$ cat src/rtl/vga_timing_gen_if.sv
// Raster timing bundle: the timing generator drives it, the pixel and overlay renderers read it.
interface vga_timing_gen_if;
  logic       pix_tick;
  logic [9:0] h_cnt;
  logic [8:0] v_cnt;
  logic       valid;
  logic       hsync;
  logic       vsync;
  logic       line_start;
  logic       frame_start;

  modport master (
    output pix_tick, h_cnt, v_cnt, valid, hsync, vsync, line_start, frame_start
  );

  modport slave (
    input pix_tick, h_cnt, v_cnt, valid, hsync, vsync, line_start, frame_start
  );
endinterface

$ cat src/rtl/vga_timing_gen.sv
// VGA raster timing source: pixel tick, active-area coordinates, sync pulses, line/frame markers.
// Define VGA_EXT_TICK_EN to replace the internal CLK_DIV divider with an external pix_en tick.
module vga_timing_gen #(
  parameter int unsigned H_ACTIVE = 640,
  parameter int unsigned H_FP     = 16,
  parameter int unsigned H_SYNC   = 96,
  parameter int unsigned H_BP     = 48,
  parameter int unsigned V_ACTIVE = 480,
  parameter int unsigned V_FP     = 10,
  parameter int unsigned V_SYNC   = 2,
  parameter int unsigned V_BP     = 33,
  parameter bit          SYNC_POL = 1'b0,
  parameter int unsigned CLK_DIV  = 4
) (
  input  logic             clk,
  input  logic             rst_n,
`ifdef VGA_EXT_TICK_EN
  input  logic             pix_en,
`endif
  vga_timing_gen_if.master vga
);

  localparam int unsigned HTotal = H_ACTIVE + H_FP + H_SYNC + H_BP;
  localparam int unsigned VTotal = V_ACTIVE + V_FP + V_SYNC + V_BP;

  localparam logic [9:0] HLast    = 10'(HTotal - 1);
  localparam logic [9:0] VLast    = 10'(VTotal - 1);
  localparam logic [9:0] HActive  = 10'(H_ACTIVE);
  localparam logic [9:0] VActive  = 10'(V_ACTIVE);
  localparam logic [9:0] HSyncBeg = 10'(H_ACTIVE + H_FP);
  localparam logic [9:0] HSyncEnd = 10'(H_ACTIVE + H_FP + H_SYNC);
  localparam logic [9:0] VSyncBeg = 10'(V_ACTIVE + V_FP);
  localparam logic [9:0] VSyncEnd = 10'(V_ACTIVE + V_FP + V_SYNC);

  logic       advance;
  logic [9:0] hpos_q, hpos_d;
  logic [9:0] vpos_q, vpos_d;

  logic       pix_tick_q;
  logic       valid_q, valid_d;
  logic [9:0] h_cnt_q, h_cnt_d;
  logic [8:0] v_cnt_q, v_cnt_d;
  logic       hsync_q, hsync_d;
  logic       vsync_q, vsync_d;
  logic       line_start_q, line_start_d;
  logic       frame_start_q, frame_start_d;

`ifdef VGA_EXT_TICK_EN
  // Registering pix_en as pix_tick lands it in the same cycle as the advanced outputs.
  assign advance = pix_en;
`else
  localparam int unsigned DivW    = $clog2(CLK_DIV);
  localparam logic [DivW-1:0] DivLast = DivW'(CLK_DIV - 1);

  logic [DivW-1:0] div_q, div_d;

  always_comb begin
    div_d = (div_q == DivLast) ? '0 : div_q + DivW'(1);
  end

  always_ff @(posedge clk or negedge rst_n) begin
    if (!rst_n) begin
      div_q <= '0;
    end else begin
      div_q <= div_d;
    end
  end

  assign advance = (div_q == DivLast);
`endif

  always_comb begin
    hpos_d = hpos_q;
    vpos_d = vpos_q;
    if (advance) begin
      if (hpos_q == HLast) begin
        hpos_d = '0;
        vpos_d = (vpos_q == VLast) ? '0 : vpos_q + 10'd1;
      end else begin
        hpos_d = hpos_q + 10'd1;
      end
    end
  end

  // Outputs decode the next-state position so they move on the same edge as the counters.
  always_comb begin
    valid_d       = (hpos_d < HActive) && (vpos_d < VActive);
    h_cnt_d       = valid_d ? hpos_d : '0;
    v_cnt_d       = valid_d ? vpos_d[8:0] : '0;
    hsync_d       = ((hpos_d >= HSyncBeg) && (hpos_d < HSyncEnd)) ? SYNC_POL : ~SYNC_POL;
    vsync_d       = ((vpos_d >= VSyncBeg) && (vpos_d < VSyncEnd)) ? SYNC_POL : ~SYNC_POL;
    line_start_d  = advance && (hpos_d == '0);
    frame_start_d = line_start_d && (vpos_d == '0);
  end

  // Reset parks the raster on the last position so the first tick wraps straight to (0,0).
  always_ff @(posedge clk or negedge rst_n) begin
    if (!rst_n) begin
      hpos_q        <= HLast;
      vpos_q        <= VLast;
      pix_tick_q    <= 1'b0;
      valid_q       <= 1'b0;
      h_cnt_q       <= '0;
      v_cnt_q       <= '0;
      hsync_q       <= ~SYNC_POL;
      vsync_q       <= ~SYNC_POL;
      line_start_q  <= 1'b0;
      frame_start_q <= 1'b0;
    end else begin
      hpos_q        <= hpos_d;
      vpos_q        <= vpos_d;
      pix_tick_q    <= advance;
      valid_q       <= valid_d;
      h_cnt_q       <= h_cnt_d;
      v_cnt_q       <= v_cnt_d;
      hsync_q       <= hsync_d;
      vsync_q       <= vsync_d;
      line_start_q  <= line_start_d;
      frame_start_q <= frame_start_d;
    end
  end

  assign vga.pix_tick    = pix_tick_q;
  assign vga.valid       = valid_q;
  assign vga.h_cnt       = h_cnt_q;
  assign vga.v_cnt       = v_cnt_q;
  assign vga.hsync       = hsync_q;
  assign vga.vsync       = vsync_q;
  assign vga.line_start  = line_start_q;
  assign vga.frame_start = frame_start_q;

endmodule

$ cat src/flat_wrapper.sv
// flat-port wrapper written by rule: the top's interface ports become plain ports
module vga_timing_gen_flat 
#(
  parameter int unsigned H_ACTIVE = 640,
  parameter int unsigned H_FP     = 16,
  parameter int unsigned H_SYNC   = 96,
  parameter int unsigned H_BP     = 48,
  parameter int unsigned V_ACTIVE = 480,
  parameter int unsigned V_FP     = 10,
  parameter int unsigned V_SYNC   = 2,
  parameter int unsigned V_BP     = 33,
  parameter bit          SYNC_POL = 1'b0,
  parameter int unsigned CLK_DIV  = 4
)
  (clk, rst_n, vga_pix_tick, vga_h_cnt, vga_v_cnt, vga_valid, vga_hsync, vga_vsync, vga_line_start, vga_frame_start);
  vga_timing_gen_if vga_i ();
  input  logic clk;
  input  logic rst_n;
  output wire logic [$bits(vga_i.pix_tick)-1:0] vga_pix_tick;
  output wire logic [$bits(vga_i.h_cnt)-1:0] vga_h_cnt;
  output wire logic [$bits(vga_i.v_cnt)-1:0] vga_v_cnt;
  output wire logic [$bits(vga_i.valid)-1:0] vga_valid;
  output wire logic [$bits(vga_i.hsync)-1:0] vga_hsync;
  output wire logic [$bits(vga_i.vsync)-1:0] vga_vsync;
  output wire logic [$bits(vga_i.line_start)-1:0] vga_line_start;
  output wire logic [$bits(vga_i.frame_start)-1:0] vga_frame_start;
  assign vga_pix_tick = vga_i.pix_tick;
  assign vga_h_cnt = vga_i.h_cnt;
  assign vga_v_cnt = vga_i.v_cnt;
  assign vga_valid = vga_i.valid;
  assign vga_hsync = vga_i.hsync;
  assign vga_vsync = vga_i.vsync;
  assign vga_line_start = vga_i.line_start;
  assign vga_frame_start = vga_i.frame_start;
  vga_timing_gen #(.H_ACTIVE(H_ACTIVE), .H_FP(H_FP), .H_SYNC(H_SYNC), .H_BP(H_BP), .V_ACTIVE(V_ACTIVE), .V_FP(V_FP), .V_SYNC(V_SYNC), .V_BP(V_BP), .SYNC_POL(SYNC_POL), .CLK_DIV(CLK_DIV)) u_core (.clk(clk), .rst_n(rst_n), .vga(vga_i));
endmodule
$ cat config.mk
export PLATFORM = sky130hd
export DESIGN_NAME = vga_timing_gen_flat
export DESIGN_NICKNAME = d
export VERILOG_FILES = /design/src/rtl/vga_timing_gen_if.sv /design/src/rtl/vga_timing_gen.sv /design/src/flat_wrapper.sv
export SDC_FILE = /design/constraint.sdc
export NUM_CORES = 1
export LEC_CHECK = 0
export CAP_MARGIN = 0
export CELL_PAD_IN_SITES_DETAIL_PLACEMENT = 1
export CELL_PAD_IN_SITES_GLOBAL_PLACEMENT = 2
export CORE_MARGIN = 3
export CORE_UTILIZATION = 32
export DETAILED_ROUTE_END_ITERATION = 8
export PLACE_DENSITY = 0.74
export SYNTH_ARGS = -nofsm -noshare
export SYNTH_HDL_FRONTEND = slang
export SYNTH_SLANG_ARGS = --single-unit
$ cat constraint.sdc
create_clock -name clk -period 2.5 [get_ports clk]
set_input_delay 0.5 -clock clk [delete_from_list [all_inputs] [get_ports clk]]
set_output_delay 0.5 -clock clk [all_outputs]
set_load 0.05 [all_outputs]
==> run_results.csv, run 1 <==
group,metric,value,unit
global_route,grt_pass1_wl,9220,um
yosys,synth_compound_area_share,8.98,%
yosys,synthAdderAreaFrac,2.26,%
critical_path,critPathKind,"register to register",
status,status,"finished clean",
clock_network,clkTransAtPathRegs,0.09,ns
drt,drt-initial-drc-count,78,
timing,setup_viol,0,
yosys,syn_avg_cell_area,10.4,um^2
timing,finalClockSkew,0.00778,ns
power_and_ir_drop,vdd_drop_max,0.000205,V
global_route,grt_pass1_vias,1808,
critical_path,arrival,2.67,ns
clock_network,cts_buffers,5,
yosys,syn_inst,213,
drt,viasPerCell,5.19,
yosys,synthSimpleGateAreaFrac,26.3,%
global_route,grt_max_degree,48,
cells_and_area,postLayoutCellArea,3080,um^2
yosys,ys_warn_count,0,
cells_and_area,nNetsFinal,280,
timing,fin_setup_tns,0,ns
drt,vias,1826,
die,rows,29,
placement,dp_hpwl,3840,um
clock_network,ctsHtreeMaxLevel,2,
timing,max_freq,410,MHz
yosys,ys_top_cells_by_count,"dfrtp_1, nor2_1, nand2_1",
critical_path,crit_family,"compound AO/OA/AOI/OAI gates",
cells_and_area,final_util,47.1,%
die,core_area,6530,um^2
global_route,antenna_found_initial,0,
critical_path,r2r_setup_slack,0.06,ns
placement,dp_cells,334,
timing,hold_viol,0,
yosys,synthFlopType,"dfrtp_1",
yosys,synth_cell_types,47,
die,die_h,89.2,um
clock_network,ctsRootBufferMaster,"clkbuf_8",
placement,placed_area,2730,um^2
clock_network,tritoncts,"built",
yosys,synthArstFlopShare,100,%
timing,period_needed,2.44,ns
drt,ant_nets,0,
global_route,grt_use_total,14.9,%
critical_path,cp_slowest_cell,"a221o_2",
critical_path,cp.required,2.73,ns
yosys,ys_seq_area_share,53.8,%
global_route,overflow,0,
yosys,synth_nets,219,
cells_and_area,stdcell_count,352,
timing,slew_violations,0,
timing,finalCritPeriodShare,97.4,%
clock_network,cts_max_path_buffers,2,
clock_network,clk-insertion-delay-late,0.30,ns
critical_path,end_kind,"register",
drt,drc,0,
critical_path,worst-path-max-fanout,5,
cells_and_area,n_fill_cell,719,
cells_and_area,drive_above_1_share,30.5,%
timing,max_slew_margin,61.5,%
critical_path,crit_chain,"ha_1, buf_4, and3_2, a31oi_1, a31o_1, nand2_2, a221o_2, clkbuf_16, nor2b_1",
drt,drt_pass1_iterations,4,
timing,timing.hold.ws,0.273,ns
yosys,yosysTopAreaCell,"dfrtp_1",
critical_path,cp_num_buf_inv,2,
yosys,synth_mux_area_share,0.452,%
critical_path,cp-start-kind,"register",
power_and_ir_drop,powerDensity,444,nW/um^2
die,dieArea,7960,um^2
min_path,hold_class,"primary input to async pin",
yosys,synth_most_common_cell,"dfrtp_1",
yosys,ys_ff_latch,47,
placement,place.gp.congestion,0.863,
flow_run,drv_cap,0,
placement,io_buffers,26,
cells_and_area,area_growth,38.8,%
power_and_ir_drop,leakage,1.33,nW
drt,totalWireLength,6090,um
critical_path,cp_slowest_stage_delay,0.48,ns
die,ioPinCount,27,
yosys,yosys-top-cells-area,"dfrtp_1, dfstp_2, nor2_1",
drt,wl_per_cell,17.3,um
yosys,synth_top_area_share,39.5,%
clock_network,clock_sink_count,47,
cells_and_area,antenna_cells,0,
yosys,syn-cell-area,2220,um^2
die,die_x,89.2,um
die,start_util,33.9,%
timing,max_slew.worst_pin.slew,0.577,ns
yosys,synth-xor-area-share,4.35,%
yosys,synth_edf_count,0,
yosys,synth_top_family_by_area,"simple AND/OR/NAND/NOR gates",
clock_network,cts_hold_buf,0,
[sequential cells by signal (all words and copies together) (netlist names)]
register                flops
u_core.vga.frame_start      1
u_core.vga.v_cnt            9
u_core.vga.line_start       1
u_core.vpos_q              10
u_core.vga.valid            1
u_core.vga.h_cnt           10
u_core.div_q                2
u_core.hpos_q              10
u_core.vga.pix_tick         1
u_core.vga.vsync            1
u_core.vga.hsync            1
[what timing repair did]
item	4_1_cts	5_1_grt
buffers inserted	0	7
endpoints found under the setup margin	0	21
hold endpoints to repair	0	0
gates resized for setup	0	25
[logic make-up (layout without fill, tap and decap cells)]
kind of cell,Yosys count,after routing
buf+inv,19,81
fa+ha+maj,4,4
compound gates,30,30
flops,47,47
xor+xnor,11,11
simple gates,101,101
mux,1,1
[cells in the final DEF (no fill, tap or decap), types with 3 or more instances in the layout]
cell | synthesis | final
nor3_2 | 2 | 4
dfrtp_1 | 35 | 34
nand4_1 | 9 | 9
nor2b_1 | 9 | 8
nor3_1 | 9 | 6
ha_1 | 4 | 3
xnor2_1 | 7 | 7
nand3_1 | 11 | 10
clkbuf_8 | 0 | 6
buf_4 | 0 | 32
nand2_1 | 17 | 16
and4_1 | 6 | 5
clkdlybuf4s50_1 | 0 | 25
o21ai_0 | 9 | 8
xor2_1 | 4 | 3
dfstp_2 | 12 | 12
nor2_1 | 18 | 16
inv_1 | 9 | 9
[routing by layer]
| layer | up-vias | track usage [%] | wire (um) |
|---|---|---|---|
| met1 | 912 | 22.1 | 3000 |
| li1 | 878 | - | - |
| met2 | 28 | 22.4 | 2890 |
| met4 | 0 | 3.65 | 82 |
| met3 | 8 | 2.76 | 123 |
| met5 | - | 0 | 0 |
[through the flow]
stage	total power [mW]	worst slack [ns]
floorplan	0.775	0.174
global placement	0.791	0.0576
detailed placement	0.792	0.0218
CTS	1.37	0.0213
global route	1.40	-0.0665
finish	1.36	0.0639
[path summary, 6_finish.rpt]
kind,start,end,cells past startpoint
max in group asynchronous,rst_n,u_core.vpos_q[0],2
worst min register to register,u_core.div_q[0],u_core.div_q[0],1
worst min-delay path,rst_n,u_core.vga.h_cnt[1],2
worst max register to register,u_core.div_q[0],u_core.vga.v_cnt[3],9
worst max-delay path,u_core.div_q[0],u_core.vga.v_cnt[3],9
min in group clk,u_core.div_q[0],u_core.div_q[0],1
[final cells by class]
| cell class | instances | area [um^2] | share of cell area (%) |
|---|---|---|---|
| clock buffer | 6 | 82.6 | 2.68 |
| clock inverter | 2 | 35.0 | 1.14 |
| inverter | 10 | 37.5 | 1.22 |
| multi-input combinational | 147 | 1040 | 34.0 |
| sequential | 47 | 1190 | 38.8 |
| tap | 77 | 96.3 | 3.13 |
| timing repair buffer | 63 | 588 | 19.1 |
[power by group]
| part | internal, mW | switching, mW | leakage, nW | total (mW) |
|---|---|---|---|---|
| combinational | 0.00157 | 0.0140 | 0.681 | 0.0156 |
| clock | 0.324 | 0.265 | 0.0612 | 0.589 |
| sequential | 0.761 | 0 | 0.592 | 0.761 |
| total | 1.09 | 0.279 | 1.33 | 1.36 |
No activity file was read; power rests on OpenSTA's default activity.
==> inputs of run 2 (changes only) <==
- CORE_MARGIN: 3 -> default
==> run 2 against run 1 <==
  * Worst setup slack gained 0.029 ns
  * Critical endpoint is now u_core.vga.v_cnt[5]
  * Global-route usage grew 1.0 points
  * Largest power group unchanged
  * Critical path type unchanged
  * Clock skew grew 0.0040 ns
==> run_results.csv, run 2 (same netlist as run 1, synthesis figures left out) <==
group,metric,value,unit
placement,dp_hpwl,3860,um
clock_network,cts_max_path_buffers,2,
critical_path,cp.required,2.73,ns
critical_path,end_kind,"register",
cells_and_area,n_fill_cell,756,
timing,hold_viol,0,
global_route,grt_pass1_vias,1732,
timing,max_slew.worst_pin.slew,0.592,ns
die,start_util,33.9,%
timing,fin_setup_tns,0,ns
cells_and_area,antenna_cells,0,
critical_path,worst-path-max-fanout,7,
critical_path,cp-start-kind,"register",
drt,totalWireLength,5810,um
drt,wl_per_cell,17.0,um
global_route,grt_pass1_wl,8870,um
timing,finalCritPeriodShare,96.3,%
min_path,hold_class,"primary input to async pin",
timing,timing.hold.ws,0.148,ns
clock_network,ctsRootBufferMaster,"clkbuf_8",
cells_and_area,most-common-layout-cells,"dfrtp_1, clkdlybuf4s50_1, buf_4, nor2_1, nand2_1",
placement,place.gp.congestion,0.869,
die,die_h,85.2,um
global_route,grt_max_degree,27,
drt,drt_pass1_iterations,4,
flow_run,drv_cap,0,
clock_network,cts_buffers,5,
critical_path,arrival,2.64,ns
die,die_x,85.2,um
global_route,antenna_found_initial,0,
critical_path,r2r_setup_slack,0.09,ns
die,ioPinCount,27,
power_and_ir_drop,powerDensity,447,nW/um^2
timing,setup_viol,0,
placement,io_buffers,26,
cells_and_area,layout_commonest_cell,"dfrtp_1",
power_and_ir_drop,vdd_drop_max,0.000183,V
critical_path,critPathKind,"register to register",
clock_network,clk-insertion-delay-late,0.31,ns
drt,vias,1814,
die,rows,29,
global_route,overflow,0,
die,dieArea,7260,um^2
clock_network,ctsHtreeMaxLevel,2,
clock_network,clkTransAtPathRegs,0.09,ns
cells_and_area,multi_input_area,1010,um^2
timing,max_freq,415,MHz
drt,ant_nets,0,
status,status,"finished clean",
cells_and_area,seqCellArea,1190,um^2
timing,max_slew_margin,60.3,%
timing,finalClockSkew,0.0118,ns
timing,period_needed,2.41,ns
cells_and_area,nNetsFinal,270,
global_route,grt_use_total,15.9,%
clock_network,clock_sink_count,47,
drt,viasPerCell,5.30,
cells_and_area,drive_above_1_share,23.4,%
die,core_area,6530,um^2
timing,slew_violations,0,
drt,drt-initial-drc-count,117,
drt,drc,0,
cells_and_area,area_growth,30.2,%
clock_network,tritoncts,"built",
cells_and_area,postLayoutCellArea,2890,um^2
power_and_ir_drop,leakage,1.24,nW
placement,placed_area,2700,um^2
-- run 2: changes by cell type in the layout (fill, tap and decap cells not counted), sizes merged --
| cell | before | now |
|---|---|---|
| buf | 36 | 25 |
| a221o | 1 | 4 |
| clkinv | 1 | 0 |
| bufinv | 1 | 0 |
-- run 2: worst max-delay path: stages, from the launching register on --
cell and delay [ns]:
dfstp_2 0.62, nand3b_1 0.24, nor3_1 0.24, buf_4 0.16
o21ai_1 0.08, a22o_2 0.33, a221o_2 0.50, nor2b_1 0.17
-- run 2: repair_timing --
item | in CTS | in global routing
gates resized for setup | 1 | 8
buffers inserted | 0 | 2
cloned | 0 | 3
hold buffers | 0 | 0
setup endpoints to repair | 7 | 19
hold endpoints to repair | 0 | 0
pin swaps | 0 | 3
-- run 2: worst paths after layout --
kind / from / endpoint / cells after the start
max: u_core.hpos_q[4] / u_core.vga.v_cnt[5] / 7
min: rst_n / u_core.div_q[1] / 1
max reg2reg: u_core.hpos_q[4] / u_core.vga.v_cnt[5] / 7
min reg2reg: u_core.div_q[0] / u_core.div_q[0] / 1
max in group asynchronous: rst_n / u_core.vpos_q[9] / 2
min in group clk: u_core.div_q[0] / u_core.div_q[0] / 1
-- run 2: per-stage QoR --
step / setup WS (ns) / std cells / util (%) / power (mW)
after global placement: 0.0341 / 329 / 41.3 / 0.794
after global routing: -0.0271 / 342 / 44.2 / 1.35
after detailed placement: -0.0113 / 329 / 41.3 / 0.795
after CTS: 0.00911 / 337 / 43.0 / 1.30
after floorplan: 0.174 / 213 / - / 0.775
final: 0.0927 / 342 / 44.2 / 1.29
-- run 2: power by group --
| group | total, mW | leakage, nW | internal (mW) | switching, mW |
|---|---|---|---|---|
| clock | 0.511 | 0.0515 | 0.253 | 0.258 |
| combinational | 0.0184 | 0.595 | 0.00367 | 0.0147 |
| sequential | 0.761 | 0.594 | 0.761 | 0 |
| total | 1.29 | 1.24 | 1.02 | 0.273 |
-- run 2: routing by layer --
metal  vias to the layer above  GRT usage (%)  wire length [um]
met1                       892           23.1              2840
met4                         0           5.08                70
li1                        868              -                 -
met3                         7           3.70               305
met5                         -              0                 0
met2                        47           23.4              2590
-- run 2: layout make-up --
| class | count | area share (%) |
|---|---|---|
| clock buffers | 8 | 3.47 |
| flip-flops and latches | 47 | 41.3 |
| multi-input cells | 150 | 35.1 |
| inverters | 10 | 1.30 |
| well taps | 77 | 3.34 |
| repair buffers | 50 | 15.5 |
